`config.mk`:
```
export PLATFORM = sky130hd
export DESIGN_NAME = reg_file_reader
export DESIGN_NICKNAME = d
export VERILOG_FILES = /design/src/rtl/reg_file_reader.sv
export SDC_FILE = /design/constraint.sdc
export NUM_CORES = 1
export LEC_CHECK = 0
export CORE_ASPECT_RATIO = 1.5
export CORE_MARGIN = 2
export CORE_UTILIZATION = 53
export DETAILED_ROUTE_END_ITERATION = 6
export PLACE_DENSITY = 0.81
export SYNTH_ARGS = -nofsm -noshare
export SYNTH_HDL_FRONTEND = slang
export SYNTH_SLANG_ARGS = --single-unit
```
`constraint.sdc`:
```
create_clock -name CLK -period 3.65 [get_ports CLK]
set_input_delay 0.365 -clock CLK [delete_from_list [all_inputs] [get_ports CLK]]
set_output_delay 0.365 -clock CLK [all_outputs]
set_load 0.03 [all_outputs]
```
`src/rtl/reg_file_reader.sv`:
```
// Debug readback engine: scans a register file through an external read mux and streams
// each word tagged with its index, followed by an XOR checksum word flagged last.
module reg_file_reader #(
    parameter int unsigned NREGS = 8,
    parameter int unsigned WIDTH = 16,
    parameter int unsigned IDXW  = 3
) (
    input  logic             CLK,
    input  logic             RST_n,
    input  logic             start,
    input  logic             abort,
    output logic [IDXW-1:0]  rd_sel,
    input  logic [WIDTH-1:0] rd_data,
    output logic [WIDTH-1:0] out_data,
    output logic [IDXW-1:0]  out_idx,
    output logic             out_last,
    output logic             out_valid,
    input  logic             out_ready,
    output logic             busy,
    output logic             done
);

    typedef enum logic [1:0] {StIdle, StSettle, StSend, StCsum} state_e;

    localparam logic [IDXW-1:0] LastIdx = IDXW'(NREGS - 1);

    state_e           state;
    logic [WIDTH-1:0] checksum;

    always_ff @(posedge CLK or negedge RST_n) begin
        if (!RST_n) begin
            state     <= StIdle;
            rd_sel    <= '0;
            out_data  <= '0;
            out_idx   <= '0;
            out_last  <= 1'b0;
            out_valid <= 1'b0;
            busy      <= 1'b0;
            done      <= 1'b0;
            checksum  <= '0;
        end else begin
            done <= 1'b0;
            // Abort beats a same-edge handshake; the word accepted on this edge is the last one.
            if (abort && state != StIdle) begin
                state     <= StIdle;
                out_valid <= 1'b0;
                out_last  <= 1'b0;
                busy      <= 1'b0;
                checksum  <= '0;
            end else begin
                case (state)
                    StIdle: begin
                        if (start) begin
                            state    <= StSettle;
                            rd_sel   <= '0;
                            busy     <= 1'b1;
                            checksum <= '0;
                        end
                    end
                    StSettle: begin
                        out_data  <= rd_data;
                        out_idx   <= rd_sel;
                        out_valid <= 1'b1;
                        checksum  <= checksum ^ rd_data;
                        state     <= StSend;
                    end
                    StSend: begin
                        // out_valid is always high here, so ready alone completes the handshake.
                        if (out_ready) begin
                            if (rd_sel == LastIdx) begin
                                out_data <= checksum;
                                out_idx  <= '0;
                                out_last <= 1'b1;
                                state    <= StCsum;
                            end else begin
                                rd_sel    <= rd_sel + IDXW'(1);
                                out_valid <= 1'b0;
                                state     <= StSettle;
                            end
                        end
                    end
                    StCsum: begin
                        if (out_ready) begin
                            out_valid <= 1'b0;
                            out_last  <= 1'b0;
                            busy      <= 1'b0;
                            done      <= 1'b1;
                            state     <= StIdle;
                        end
                    end
                    default: state <= StIdle;
                endcase
            end
        end
    end

endmodule

```
# Word level (Yosys, flattened, before mapping)
# Cells that the tools add are included.
# classes
addsub	1
n_eq_ne	13
n_mux	34
n_bitwise	2
reduce_logical	16
# ops
operator	n
$mux 16	4
$pmux 16 s2	2
$xor 16x16->16	1
$mux 3	5
$ne 3x3->1 const B	5
$mux 1	12
$pmux 3 s2	2
$reduce_and 4->1	3
$mux 2	5
$reduce_bool 3->1	3
$ne 2x2->1 const B	4
$pmux 2 s4	1
$reduce_and 3->1	2
$reduce_bool 2->1	3
$reduce_and 5->1	1
$eq 2x2->1 const B	2
$pmux 1 s2	2
$reduce_bool 4->1	1
$add 3x1->3 const B	1
$eq 3x3->1 const B	1
$pmux 1 s3	1
$eq 2x1->1 const B	1
$logic_not 2->1	1
$reduce_and 2->1	1
2 further kinds	2
# totals
reg_bits	44
out_inout_bits	26

# Logic depth before layout (Yosys ltp)
# Gate-level depths: netlist of run 1.
# logic_depth
depth_word	5
mapped_depth	6
depth_no_buf	5

# Worst setup path after synthesis of run 1
# OpenSTA, ideal clock, no wires.
# synth_timing
kind	register to register
from	register rd_sel[0]
to	register rd_sel[1]
setup_ps	79
t_arrival_ps	1707
t_required_ps	3571
setup_slack_ps	1864
stages_incl_launch_ff	6
n_path_buf	0
cell_sequence	dfrtp_1 > ha_1 > ha_1 > or3b_1 > nor2_2 > mux2i_1
# synth_between
elab_chain_len	4
# synth_lines
item	line_no	rtl
from (decl)	12	output logic [IDXW-1:0] rd_sel,
from (signal assigned)	76	rd_sel <= rd_sel + IDXW'(1);
$add 3x1->3	76	
$mux 3	70	if (rd_sel == LastIdx) begin
$mux 3	69	if (out_ready) begin
$pmux 3 s2	51	case (state)
# Parallel ways exist; a longest one is shown, timed or not. The select of a mux whose other input is x is not followed.
# A chain may end at the register's enable or synchronous reset.

# Worst setup path in the final report of run 1
# layout_timing
from	register rd_sel[0]
to	output port rd_sel[0]
# No word-level cell between the ends.

==> reports/results.ini, run 1 <==
[worst_setup_path]
worstSetupStartpointType=flop
critical-path-top-delay-family=buffers and inverters
path_max_fanout=6
worstPathRequired_ns=3.28
cp-end-kind=output pin
arrival_ns=1.46
cp_num_buf_inv=1
max_stage_delay_ns=0.71
crit_path_cell_trace=clkdlybuf4s50_1
worstSetupPathType=reg2out
cpMaxStageDelayCell=clkdlybuf4s50_1

[synthesis]
synthSimpleGateAreaFrac=0.133
synth_top_family_by_area=compound AO/OA/AOI/OAI gates
synthXorXnorAreaFrac=0.00346
async_flop_share=1.00
synth.area.mux_share=0.00790
syn_avg_cell_area_um2=9.71
syn_nets=284
synth_compound_area_frac=0.296
synthCells=261
yosys.cell_types.count=40
yosys_most_used_dff=dfrtp_1
synth_seq_cells=44
ys_seq_area_frac=0.435
synth_area_um2=2530
synth_fa_ha_area_frac=0.00988
synth_edf_count=0
synth_warnings=0

[layout]
nNetsFinal=319
num_antenna_cells=0
drive_gt1_frac=0.0946
area_growth_pct=20.3
final_core_util=0.666
final_area_um2=3050

[clocking]
cts_tree=yes
clkTransAtPathRegs_ns=0.08
post-cts-setup-buffers=0
cts_hold_buf=0
ctsLongestPathBuffers=2
cts-root-buf=clkbuf_8
ctsHtreeMaxLevel=2
cts_resized=0
numCtsBuffers=5
cts.sinks=44
clkLatencyLatePin_ns=0.29

[status]
outcome=complete, no violations

[floorplan]
die-area_um2=5360
chipWidth_um=60.5
num_io_pins=47
num_rows=30
initial_core_util=0.553
fp.dieH_um=88.7
coreArea_um2=4580

[drt]
vias=2151
drt_iter0_markers=115
vias_per_cell=5.98
wl_um=5820
drc=0
drtAntennaViolNets=0
drt_pass1_iterations=4
wl_per_cell_um=16.2

[timing]
max_freq_mhz=547
hold_viol=0
fin_skew_ns=0.0103
finalSetupTns_ns=0
rsz0062_at_grt=no
slew_violations=0
tightest_slew_ns=1.00
fin_crit_ns=1.83
setup_viol=0
fin_ws_ns=1.82
finalCritPeriodShare=0.501
hold_ws_ns=0.243
maxSlewHeadroom=0.330

[placement]
place.gp.congestion=0.783
portBuffers=46
pre_cts_slack_ns=1.52
place_area_um2=2950
post-dp-hpwl_um=3750

[grt]
antenna_found_initial=0
grt_max_degree=45
grt_pass1_wl_um=9470
grt_pass1_vias=2063
grt-ovfl-total=0
grt_usage=0.230

[power]
p_seq_frac=0.406
power.internal_w=0.00108
ir_drop_v=0.000390
p_per_area_nw_per_um2=558
comb_power_share=0.403
p_leak_nw=1.27
switching_share=0.366
power_frac_clock=0.191
p_sw_w=0.000623

[run]
cap_violations=0

[worst_hold_path]
hp-class=in2async

metal layers:
metal,vias to the layer above,wire [um],track usage
met3,6,201,0.0380
met5,-,0,0
met2,49,2990,0.398
li1,1028,-,-
met4,0,58,0.0751
met1,1068,2570,0.288
cells by family (layout without fill, tap and decap cells):
kind of cell	Yosys count	after routing
simple gates	55	55
flops	44	44
fa+ha+maj	2	2
mux	2	2
compound gates	97	97
xor+xnor	1	1
buf+inv	60	95
cell type report:
cell class / count / area (um2)
inverter: 37 / 139
multi-input combinational: 157 / 1140
tap: 64 / 80.1
clock buffer: 7 / 96.3
timing repair buffer: 51 / 493
sequential: 44 / 1100
fill: 370 / 1530
stage by stage:
step	total power [W]	instances
finish	0.00170	360
CTS	0.00171	360
detailed placement	0.00139	353
global route	0.00179	360
global placement	0.00137	353
floorplan	0.00115	261
registers in the layout (all words and copies together), names as in the netlist:
register   flops
checksum      16
busy           1
state          2
out_data      16
out_idx        3
out_last       1
out_valid      1
rd_sel         3
done           1
cell usage after synthesis, types with 3 or more instances:
cell type,n,share of area
a21oi_1,20,0.040
o21ai_0,5,0.0099
nand2_1,4,0.0059
dfrtp_1,44,0.43
o221a_1,9,0.040
a31oi_1,16,0.040
buf_2,8,0.016
clkbuf_1,3,0.0044
nor3b_1,16,0.047
nor2b_1,3,0.0074
buf_6,5,0.022
nor2_1,20,0.030
o221a_2,7,0.031
inv_1,36,0.053
a2bb2oi_1,16,0.055
a22o_1,3,0.010
o32ai_1,16,0.055
buf_4,5,0.015
power by group through the flow:
stage          Combinational [W]  Clock [W]  Sequential [W]
6_report                0.000686   0.000326        0.000691
5_1_grt                 0.000734   0.000350        0.000704
4_1_cts                 0.000691   0.000331        0.000689
3_5_place_dp            0.000687          0        0.000698
3_3_place_gp            0.000676          0        0.000694
2_1_floorplan           0.000327          0        0.000820
cell usage in the layout (no fill, tap or decap), drive strengths merged, types with 2 or more instances in the layout:
cell,Yosys,layout
buf,19,6
a22o,3,3
dfrtp,44,44
nor3b,16,16
nor2b,4,4
clkdlybuf4s50,0,45
clkbuf,4,7
nor2,21,21
mux2i,2,2
a2bb2oi,16,16
ha,2,2
o32ai,16,16
inv,37,37
o221a,16,16
a21oi,20,20
o21ai,5,5
nand2,5,5
or3b,2,2
a31oi,16,16
nand2b,3,3
path summary, 6_finish.rpt:
kind / startpoint / endpoint / slack, ns / cells after the start
max reg2reg: rd_sel[0] / rd_sel[1] / 1.82 / 5
max in group asynchronous: RST_n / state[0] / 2.78 / 1
min in group CLK: out_idx[1] / out_idx[1] / 0.51 / 1
max: rd_sel[0] / rd_sel[0] / 1.82 / 1
min: RST_n / out_data[15] / 0.24 / 1
min reg2reg: out_idx[1] / out_idx[1] / 0.51 / 1
Power figures use the tool's default switching activity.
==> run 2: changes to the inputs <==
--- a/config.mk
+++ b/config.mk
@@ -7,9 +7,9 @@
 export LEC_CHECK = 0
 export CORE_ASPECT_RATIO = 1.5
 export CORE_MARGIN = 2
-export CORE_UTILIZATION = 53
+export CORE_UTILIZATION = 47
 export DETAILED_ROUTE_END_ITERATION = 6
-export PLACE_DENSITY = 0.81
+export PLACE_DENSITY = 0.76
 export SYNTH_ARGS = -nofsm -noshare
 export SYNTH_HDL_FRONTEND = slang
 export SYNTH_SLANG_ARGS = --single-unit
==> constraint.sdc (replaced) <==
create_clock -name CLK -period 1.51 [get_ports CLK]
set_input_delay 0.151 -clock CLK [delete_from_list [all_inputs] [get_ports CLK]]
set_output_delay 0.151 -clock CLK [all_outputs]
set_load 0.03 [all_outputs]
==> run 2 against run 1 <==
The flow now finishes with violations (negative setup slack). Sequential share of layout area is 3.2 points lower. Cell area is 9.8% higher. Worst hold slack better by 0.11 ns. Critical path depth rose by 3. Core utilization decreased by 1.7 points. Largest power group is now combinational cells. Non-clock buffer count up 24. Clock power up 110%. Via count rose by 4.6%. Final cell count up 7.5%. Count of clock-buffer cells in the layout fell by 1. Global-route usage is 0.77 points lower.
==> reports/results.ini, run 2 (synthesis results as in run 1) <==
[drt]
wl_per_cell_um=16.8  ; +4.0%
drtAntennaViolNets=0  ; unchanged
drc=0  ; unchanged
wl_um=6510  ; +12%
drt_iter0_markers=164  ; +43%
vias=2250  ; +4.6%
vias_per_cell=5.81  ; -2.7%
drt_pass1_iterations=4  ; unchanged

[placement]
dp_cells=380  ; +7.6%
place.gp.congestion=0.770  ; -1.7%
portBuffers=46  ; unchanged
post-dp-hpwl_um=4320  ; +15%
pre_cts_slack_ns=-0.169  ; -1.69 ns

[worst_setup_path]
r2r_end=rd_sel[0]
worstSetupStartpointType=flop
cp-end-kind=flop
worstPathRequired_ns=1.69  ; -1.59 ns
r2r_start=rd_sel[1]
worstSetupPathType=reg2reg
arrival_ns=1.72  ; +0.26 ns
crit_start=rd_sel[1]
cp-endpoint=rd_sel[0]
path_max_fanout=3  ; -3
rrSetupSlack_ns=-0.03  ; -1.85 ns
rr_worst_depth=4  ; -1

[grt]
grt_max_degree=45  ; unchanged
met1_usage=0.264  ; -0.0239
grt_usage=0.222  ; -0.00768
busiest_layer=met2
antenna_found_initial=0  ; unchanged
grt_pass1_wl_um=10500  ; +11%
use_met3=0.0336  ; -0.00444
grt-ovfl-total=0  ; unchanged
grt_use_met2=0.394  ; -0.00412
grt_pass1_vias=2189  ; +6.1%

[clocking]
ctsHtreeMaxLevel=2  ; unchanged
cts.sinks=44  ; unchanged
cts_tree=yes
clkLatencyLatePin_ns=0.29  ; about the same
numCtsBuffers=5  ; unchanged
clkTransAtPathRegs_ns=0.08  ; about the same
ctsLongestPathBuffers=2  ; unchanged
cts-root-buf=clkbuf_8

[layout]
top_regs=checksum (16), out_data (16)
final_cells=387  ; +7.5%
final_core_util=0.648  ; -0.0173
area_growth_pct=32.2
final_common_cell=dfrtp_1
nNetsFinal=343  ; +7.5%
num_antenna_cells=0  ; unchanged
final_cell_mix=dfrtp_1 (42), inv_1 (36), buf_4 (23), clkdlybuf4s50_1 (21)
drive_gt1_frac=0.169  ; +0.0747

[timing]
fin_ws_ns=-0.0307  ; -1.85 ns
finalCritPeriodShare=1.02
setup_viol=7  ; +7
fin_crit_ns=1.54
max_freq_mhz=649
fin_skew_ns=0.00217  ; -0.00812 ns
hold_viol=0  ; unchanged
tightest_slew_ns=0.375  ; -0.630 ns
maxSlewHeadroom=0.750  ; +0.420
rsz0062_at_grt=yes
slew_violations=0  ; unchanged

[floorplan]
coreArea_um2=5160  ; +13%
fp.dieH_um=93.9  ; +5.9%
die-area_um2=6010  ; +12%
num_rows=32  ; +6.7%
chipWidth_um=64.0  ; +5.8%
initial_core_util=0.491  ; -0.0627
num_io_pins=47  ; unchanged

[run]
cap_violations=0  ; unchanged

[power]
total_power_w=0.00412  ; +140%
ir_drop_v=0.000629  ; +61%
p_per_area_nw_per_um2=1230  ; +120%
p_leak_nw=1.57  ; +24%

[worst_hold_path]
hp-class=in2async

[status]
outcome=finished, violations left
violations=negative setup slack

run 2: how the worst min path moves through the flow:
stage / endpoint / cells past startpoint / slack [ns]
final: out_data[9] / 3 / 0.35
after CTS: out_data[9] / 3 / 0.37
after detailed placement: out_data[9] / 2 / 0.15
after global placement: out_data[8] / 2 / 0.15
after floorplan: busy / 0 / -0.14
after global routing: out_data[9] / 3 / 0.40
run 2: area by class of cell:
class	instances	area (um2)
Timing Repair Buffer	75	742
Sequential cell	44	1100
Fill cell	409	1820
Inverter	37	139
Tap cell	68	85.1
Clock buffer	6	72.6
Multi-Input combinational cell	157	1210
run 2: layer usage:
layer	part of all wire	wire, um
met3	0.058	376
met2	0.53	3470
met1	0.40	2580
met4	0.012	79
met5	0	0
run 2: what timing repair did:
item	in CTS	in global routing
setup endpoints to repair	25	28
hold endpoints to repair	44	0
hold buffers	1	0
gates resized for setup	16	11
pin swaps	3	1
buffers inserted	0	0
run 2: where the power goes:
group          internal (W)  switching (W)
Clock              0.000309       0.000379
Combinational      0.000811       0.000956
Sequential          0.00143       0.000232
run 2: worst max-delay path, stage by stage (launching register included):
cell and delay (ns):
dfrtp_2 0.43, ha_4 0.17, ha_4 0.16, or3b_4 0.40, o311ai_1 0.28
run 2: per-stage QoR:
| stage | hold WS [ns] | instance area, um2 | TNS (ns) |
|---|---|---|---|
| floorplan | -0.145 | 2580 | -0.786 |
| finish | 0.354 | 3350 | -0.0935 |
| global route | 0.396 | 3350 | -0.605 |
| detailed placement | 0.153 | 3240 | -3.11 |
| CTS | 0.372 | 3310 | -0.119 |
| global placement | 0.153 | 3240 | -1.70 |
==> RTL change 1, RTL diff (config.mk and constraints of run 2) <==
Set the parameter `WIDTH` to 32 (it was 16).
--- a/src/rtl/reg_file_reader.sv
+++ b/src/rtl/reg_file_reader.sv
@@ -4,3 +4,3 @@
     parameter int unsigned NREGS = 8,
-    parameter int unsigned WIDTH = 16,
+    parameter int unsigned WIDTH = 32,
     parameter int unsigned IDXW  = 3
Interface: changed (resized out_data and rd_data); port bits go from 47 to 79. The function was not compared with the original's and may differ.
==> RTL change 1 against run 2 <==
The run still ends with negative setup slack left; sequential power rose by 79%; worst setup slack got worse by 0.029 ns; cell count rose by 81%; synthesized area rose by 76%; power rose by 120%; wire length rose by 99%; sequential cell count rose by 32; core utilization rose by 1.5 points; cell area rose by 83%; critical endpoint is now out_data[16]; largest cell class unchanged.
==> RTL change 1: results (changes against run 2) <==
Number of antenna violations at the first check in global routing -> 0 (unchanged)
Via count -> 4,394 (+95%)
Routability congestion estimate -> 0.809 (+5.2%)
Category of cells accounting for the largest share of critical-path delay -> simple AND/OR/NAND/NOR gates
TNS Setup -> -0.296 ns (-0.202 ns)
Headroom to the max-slew limit -> 0.699 (-0.0505)
Capture point of the worst path -> out_data[16]
DR top layer -> met4
Half-perimeter wire length of the detailed placement result -> 8150 µm (+89%)
Root buffer selected by CTS -> sky130_fd_sc_hd__clkbuf_16
Most used flip-flop cell after synthesis -> sky130_fd_sc_hd__dfrtp_1
Fraction of synthesized area in multiplexers -> 0 (-0.00790)
Post-Synth Adder-Cell Area -> 0.00562 (-0.00425)
Peak per-stage delay on the critical path -> 0.38 ns (-0.05 ns)
Clock Path Buffers -> 2 (unchanged)
Average wire length per cell after detail routing -> 18.5 µm (+9.9%)
Post-layout nets -> 623 (+82%)
Vias in the first global route -> 4,201 (+92%)
Clk slew on worst S/H paths -> 0.06 ns (-0.02 ns)
Synth unique cells -> 36 (-10%)
Post-Route M1 WL -> 5310 µm (+110%)
Lkg Pwr -> 2.60 nW (+65%)
Total inserted antenna cells -> 0 (unchanged)
Net count after synthesis -> 552 (+94%)
Finish-stage setup viols -> 16 (+9)
Pin count of the biggest net entering global routing -> 104 (+130%)
Biggest registers after layout -> checksum x32, out_data x32
Cell count of the worst reg-to-reg path -> 6 (+2)
Insertion delay of the later-clocked pin in the worst-skew pair -> 0.34 ns (+0.05 ns)
Wire length of the first global-routing pass -> 20,400 µm (+94%)
Share of flip-flops with an asynchronous set or reset -> 1.00 (unchanged)
Number of iterations in the first detailed-routing pass -> 5 (+1)
Routed length on met3 -> 517 µm (+38%)
Xor/xnor share of the synthesized area -> 0.00197 (-0.00149)
Number of buffers inserted during clock tree synthesis -> 9 (+4)
Sequential-to-total area share from yosys stat -> 0.427 (-0.00724)
Violations in the final reports -> negative setup slack
Result of the run -> complete, but fails checks
Data arrival, critical path -> 1.81 ns (+0.09 ns)
Share of post-route cells with drive strength above 1 -> 0.182 (+0.0124)
Crit Reg-Reg Startpoint -> rd_sel[1]
Startpoint of the worst setup timing path -> rd_sel[1]
Worst IR Drop VDD -> 0.733 mV (+17%)
Final worst slack -> -0.0600 ns (-0.0292 ns)
Initial DRC count -> 371 (+130%)
List of most frequent post-synthesis cells -> sky130_fd_sc_hd__nor3_1, sky130_fd_sc_hd__dfrtp_1, sky130_fd_sc_hd__inv_1
H-Tree Depth -> 3 (+1)
Worst slack after detailed placement -> -0.0826 ns (+0.0863 ns)
Met2 wirelength from detailed routing -> 6740 µm (+94%)
CP max FO -> 11 (+8)
Final Skew -> 0.00513 ns (+0.00296 ns)
Synth Area in Compound Gates -> 0.243 (-0.0526)
Type of the most critical hold path -> in2async
Largest cells by area after synthesis -> sky130_fd_sc_hd__dfrtp_1, sky130_fd_sc_hd__nor3_1, sky130_fd_sc_hd__o32ai_1
Tot GR Track Use -> 0.249 (+0.0267)
Input/output buffers -> 78 (+70%)
==> RTL change 1: repair_timing <==
action	CTS	global route
hold endpoints to repair	24	0
pin swaps	7	17
hold buffers	1	0
setup endpoints to repair	77	35
gates resized for setup	55	19
gates cloned	1	0
buffers inserted	1	0
==> RTL change 1: worst min path at each step <==
| stage | cells past startpoint | to | slack (ns) |
|---|---|---|---|
| CTS | 4 | out_valid | 0.28 |
| detailed placement | 1 | out_data[18] | 0.11 |
| floorplan | 0 | busy | -0.14 |
| finish | 2 | out_data[18] | 0.28 |
| global placement | 1 | out_data[23] | 0.1 |
| global route | 2 | out_data[23] | 0.31 |
==> RTL change 1: cell families (layout without fill, tap and decap cells) <==
family                   after synthesis  in the layout
adder cells (fa/ha/maj)                2              2
flip-flops                            76             76
AO/OA/AOI/OAI                        155            155
XOR/XNOR                               1              1
AND/OR/NAND/NOR                      159            159
buffers and inverters                120            196
==> RTL change 1: area by class of cell <==
cell class | instances | area [µm²]
clock inverters | 3 | 90.1
clock buffers | 13 | 280
well taps | 112 | 140
fillers | 734 | 3110
flip-flops and latches | 76 | 1910
repair buffers | 113 | 1110
inverters | 67 | 251
multi-input cells | 317 | 2360
==> RTL change 1: metal layers <==
metal / vias up / track usage
met5: - / 0
met4: 0 / 0.109
met3: 34 / 0.0434
met2: 142 / 0.442
met1: 2207 / 0.297
li1: 2011 / -
==> RTL change 1: report_power, final <==
group          switching [mW]  internal, mW  total (mW)
clock                   0.858          1.80        2.65
sequential              0.435          2.54        2.97
combinational            2.01          1.42        3.43
==> RTL change 1: through the flow <==
stage          hold WS [ns]  cells  instance area (µm²)
3_5_place_dp          0.107    682                 5610
4_1_cts               0.277    701                 6040
2_1_floorplan        -0.145    513                 4630
6_report              0.284    701                 6140
3_3_place_gp         0.0975    682                 5610
5_1_grt               0.310    701                 6140
==> RTL change 2, RTL diff (flow settings as in run 2) <==
Without the edit above. Encoding of `state_e`: now Gray code (2 bits for 4 states).
--- a/src/rtl/reg_file_reader.sv
+++ b/src/rtl/reg_file_reader.sv
@@ -22,3 +22,3 @@
 
-    typedef enum logic [1:0] {StIdle, StSettle, StSend, StCsum} state_e;
+    typedef enum logic [1:0] {StIdle = 2'b00, StSettle = 2'b01, StSend = 2'b11, StCsum = 2'b10} state_e;
 
Behaviour: same outputs for any inputs over 10 cycles, from zero or initial values and one cycle with RST_n low; not proved beyond that.
==> RTL change 2 against run 2 <==
The run still ends with negative setup slack left; critical endpoint is now checksum[7]; cell area up 14%; sequential cell count unchanged; synthesized area down 10%; wire length up 1.4%; highest routed layer unchanged; global-route usage up 1.3 points; critical path type unchanged; worst setup slack worse by 0.082 ns; non-clock buffer count up 18.
Power is not compared: it rests on default switching activity, and its combinational part moved more than twofold at a synthesized area within 25%.
==> RTL change 2: results (changes against run 2) <==
Insertion delay of the later-clocked pin in the worst-skew pair -> 0.29 ns (about the same)
Final count of pins violating max slew -> 0 (unchanged)
Biggest registers after layout -> checksum x16, out_data x16
Input/output buffers -> 46 (unchanged)
Cell count of the worst reg-to-reg path -> 7 (+3)
Area post-placement -> 0.00315 mm² (-2.8%)
Type of the most critical hold path -> in2async
Share of flip-flops with an asynchronous set or reset -> 1.00 (unchanged)
Post-synthesis instance total -> 217 (-17%)
Number of iterations in the first detailed-routing pass -> 4 (unchanged)
Tot GR Track Use -> 0.235 (+0.0132)
H-Tree Depth -> 2 (unchanged)
Worst IR Drop VDD -> 1.35 mV
CP max FO -> 7 (+4)
Initial DRC count -> 43 (-74%)
TNS Setup -> -3.14 ns (-3.05 ns)
Worst-case hold slack -> 0.374 ns (+0.0194 ns)
Half-perimeter wire length of the detailed placement result -> 4060 µm (-6.2%)
Sequential-to-total area share from yosys stat -> 0.483 (+0.0484)
Synth Area in Compound Gates -> 0.214 (-0.0823)
Largest cells by area after synthesis -> sky130_fd_sc_hd__dfrtp_1, sky130_fd_sc_hd__mux2i_1, sky130_fd_sc_hd__o2bb2ai_1
Violations in the final reports -> negative setup slack
Number of antenna violations at the first check in global routing -> 0 (unchanged)
Vias in the first global route -> 1,982 (-9.5%)
Warnings, synthesis -> 0 (unchanged)
Transition at the pin with the smallest max-transition slack -> 0.544 ns (+0.169 ns)
Pin count of the biggest net entering global routing -> 25 (-44%)
Reg-to-reg endpoint -> checksum[7]
Net count after synthesis -> 245 (-14%)
Result of the run -> complete, but fails checks
Xor/xnor share of the synthesized area -> 0 (-0.00346)
Vias per std cell -> 5.49 (-5.6%)
Final Skew -> 0.00482 ns (+0.00264 ns)
Finish-stage setup viols -> 40 (+33)
Fraction of synthesized area in multiplexers -> 0.0851 (+0.0772)
Clk slew on worst S/H paths -> 0.08 ns (about the same)
Filler cell count -> 294 (-28%)
Most used flip-flop cell after synthesis -> sky130_fd_sc_hd__dfrtp_1
Total inserted antenna cells -> 0 (unchanged)
Clock Path Buffers -> 2 (unchanged)
Lkg Pwr -> 1.67 nW
Post-layout nets -> 335 (-2.3%)
Final worst slack -> -0.112 ns (-0.0816 ns)
Share of post-route cells with drive strength above 1 -> 0.406 (+0.237)
Data arrival, critical path -> 1.84 ns (+0.12 ns)
Wire length of the first global-routing pass -> 9540 µm (-9.1%)
# placed instances -> 352 (-7.4%)
Routability congestion estimate -> 0.920 (+20%)
Final Non-Filler Cells -> 374 (-3.4%)
Final core utilization -> 0.808 (+0.160)
Root buffer selected by CTS -> sky130_fd_sc_hd__clkbuf_8
Post-Synth Adder-Cell Area -> 0.0384 (+0.0285)
Crit Reg-Reg Startpoint -> state[1]
Number of buffers inserted during clock tree synthesis -> 5 (unchanged)
Average wire length per cell after detail routing -> 17.6 µm (+4.9%)
Worst slack after detailed placement -> -0.160 ns (+0.00923 ns)
Synth unique cells -> 33 (-18%)
List of most frequent post-synthesis cells -> sky130_fd_sc_hd__dfrtp_1, sky130_fd_sc_hd__o21ai_0, sky130_fd_sc_hd__nand2b_1
RTL change 2: changes by cell type after synthesis, moves of 5 or more:
cell,run 2,this run
sky130_fd_sc_hd__ha_1,2,7
sky130_fd_sc_hd__nor3b_1,16,0
sky130_fd_sc_hd__o221a_2,7,0
sky130_fd_sc_hd__inv_1,36,8
sky130_fd_sc_hd__a2bb2oi_1,16,0
sky130_fd_sc_hd__mux2i_1,2,18
sky130_fd_sc_hd__a31oi_1,16,1
sky130_fd_sc_hd__o2bb2ai_1,0,17
sky130_fd_sc_hd__o32ai_1,16,1
sky130_fd_sc_hd__o21ai_0,5,25
sky130_fd_sc_hd__nand2b_1,2,21
sky130_fd_sc_hd__o221a_1,9,0
RTL change 2: per-layer routing:
layer | share of wire | vias up | global-route usage
met3 | 0.029 | 17 | 0.0362
met4 | 0.021 | 0 | 0.0672
li1 | - | 957 | -
met2 | 0.58 | 64 | 0.415
met1 | 0.37 | 1015 | 0.293
met5 | 0 | - | 0
RTL change 2: kinds of logic after synthesis:
kind of cell             Yosys count
AO/OA/AOI/OAI                     72
multiplexers                      19
AND/OR/NAND/NOR                   57
buffers and inverters             18
flip-flops                        44
adder cells (fa/ha/maj)            7
RTL change 2: what timing repair did:
action,CTS,global route
hold endpoints to repair,21,0
hold buffers,1,0
gates cloned,1,2
pin swaps,8,5
endpoints found under the setup margin,46,54
setup buffers,5,5
resized for setup,45,61
RTL change 2: how the worst max path moves through the flow:
stage,start,endpoint,cells after the start,slack [ns]
4_1_cts,rd_sel[1],rd_sel[0],7,-0.1
6_report,state[1],checksum[7],7,-0.11
3_3_place_gp,state[0],state[1],7,-0.16
2_1_floorplan,rd_sel[0],rd_sel[0],6,-0.11
3_5_place_dp,state[0],state[1],7,-0.16
5_1_grt,rd_sel[1],rd_sel[0],7,-0.20
RTL change 2: report_power, final:
group          switching [mW]  leakage (nW)  internal [mW]
clock                   0.389        0.0455          0.374
sequential              0.351         0.547           1.61
combinational            2.78          1.07           2.60
RTL change 2: worst max-delay path, stage by stage, from the launching register on:
cell and delay, ns:
sky130_fd_sc_hd__dfrtp_2 0.42, sky130_fd_sc_hd__inv_4 0.05, sky130_fd_sc_hd__ha_4 0.17, sky130_fd_sc_hd__and2b_2 0.22, sky130_fd_sc_hd__a21oi_4 0.24, sky130_fd_sc_hd__nand3_4 0.15, sky130_fd_sc_hd__buf_12 0.18, sky130_fd_sc_hd__o2bb2ai_4 0.11
RTL change 2: cell type report:
type | count | share of cell area
clock buffers | 8 | 0.0236
inverters | 8 | 0.00851
multi-input cells | 155 | 0.402
flip-flops and latches | 44 | 0.289
well taps | 66 | 0.0216
repair buffers | 93 | 0.255
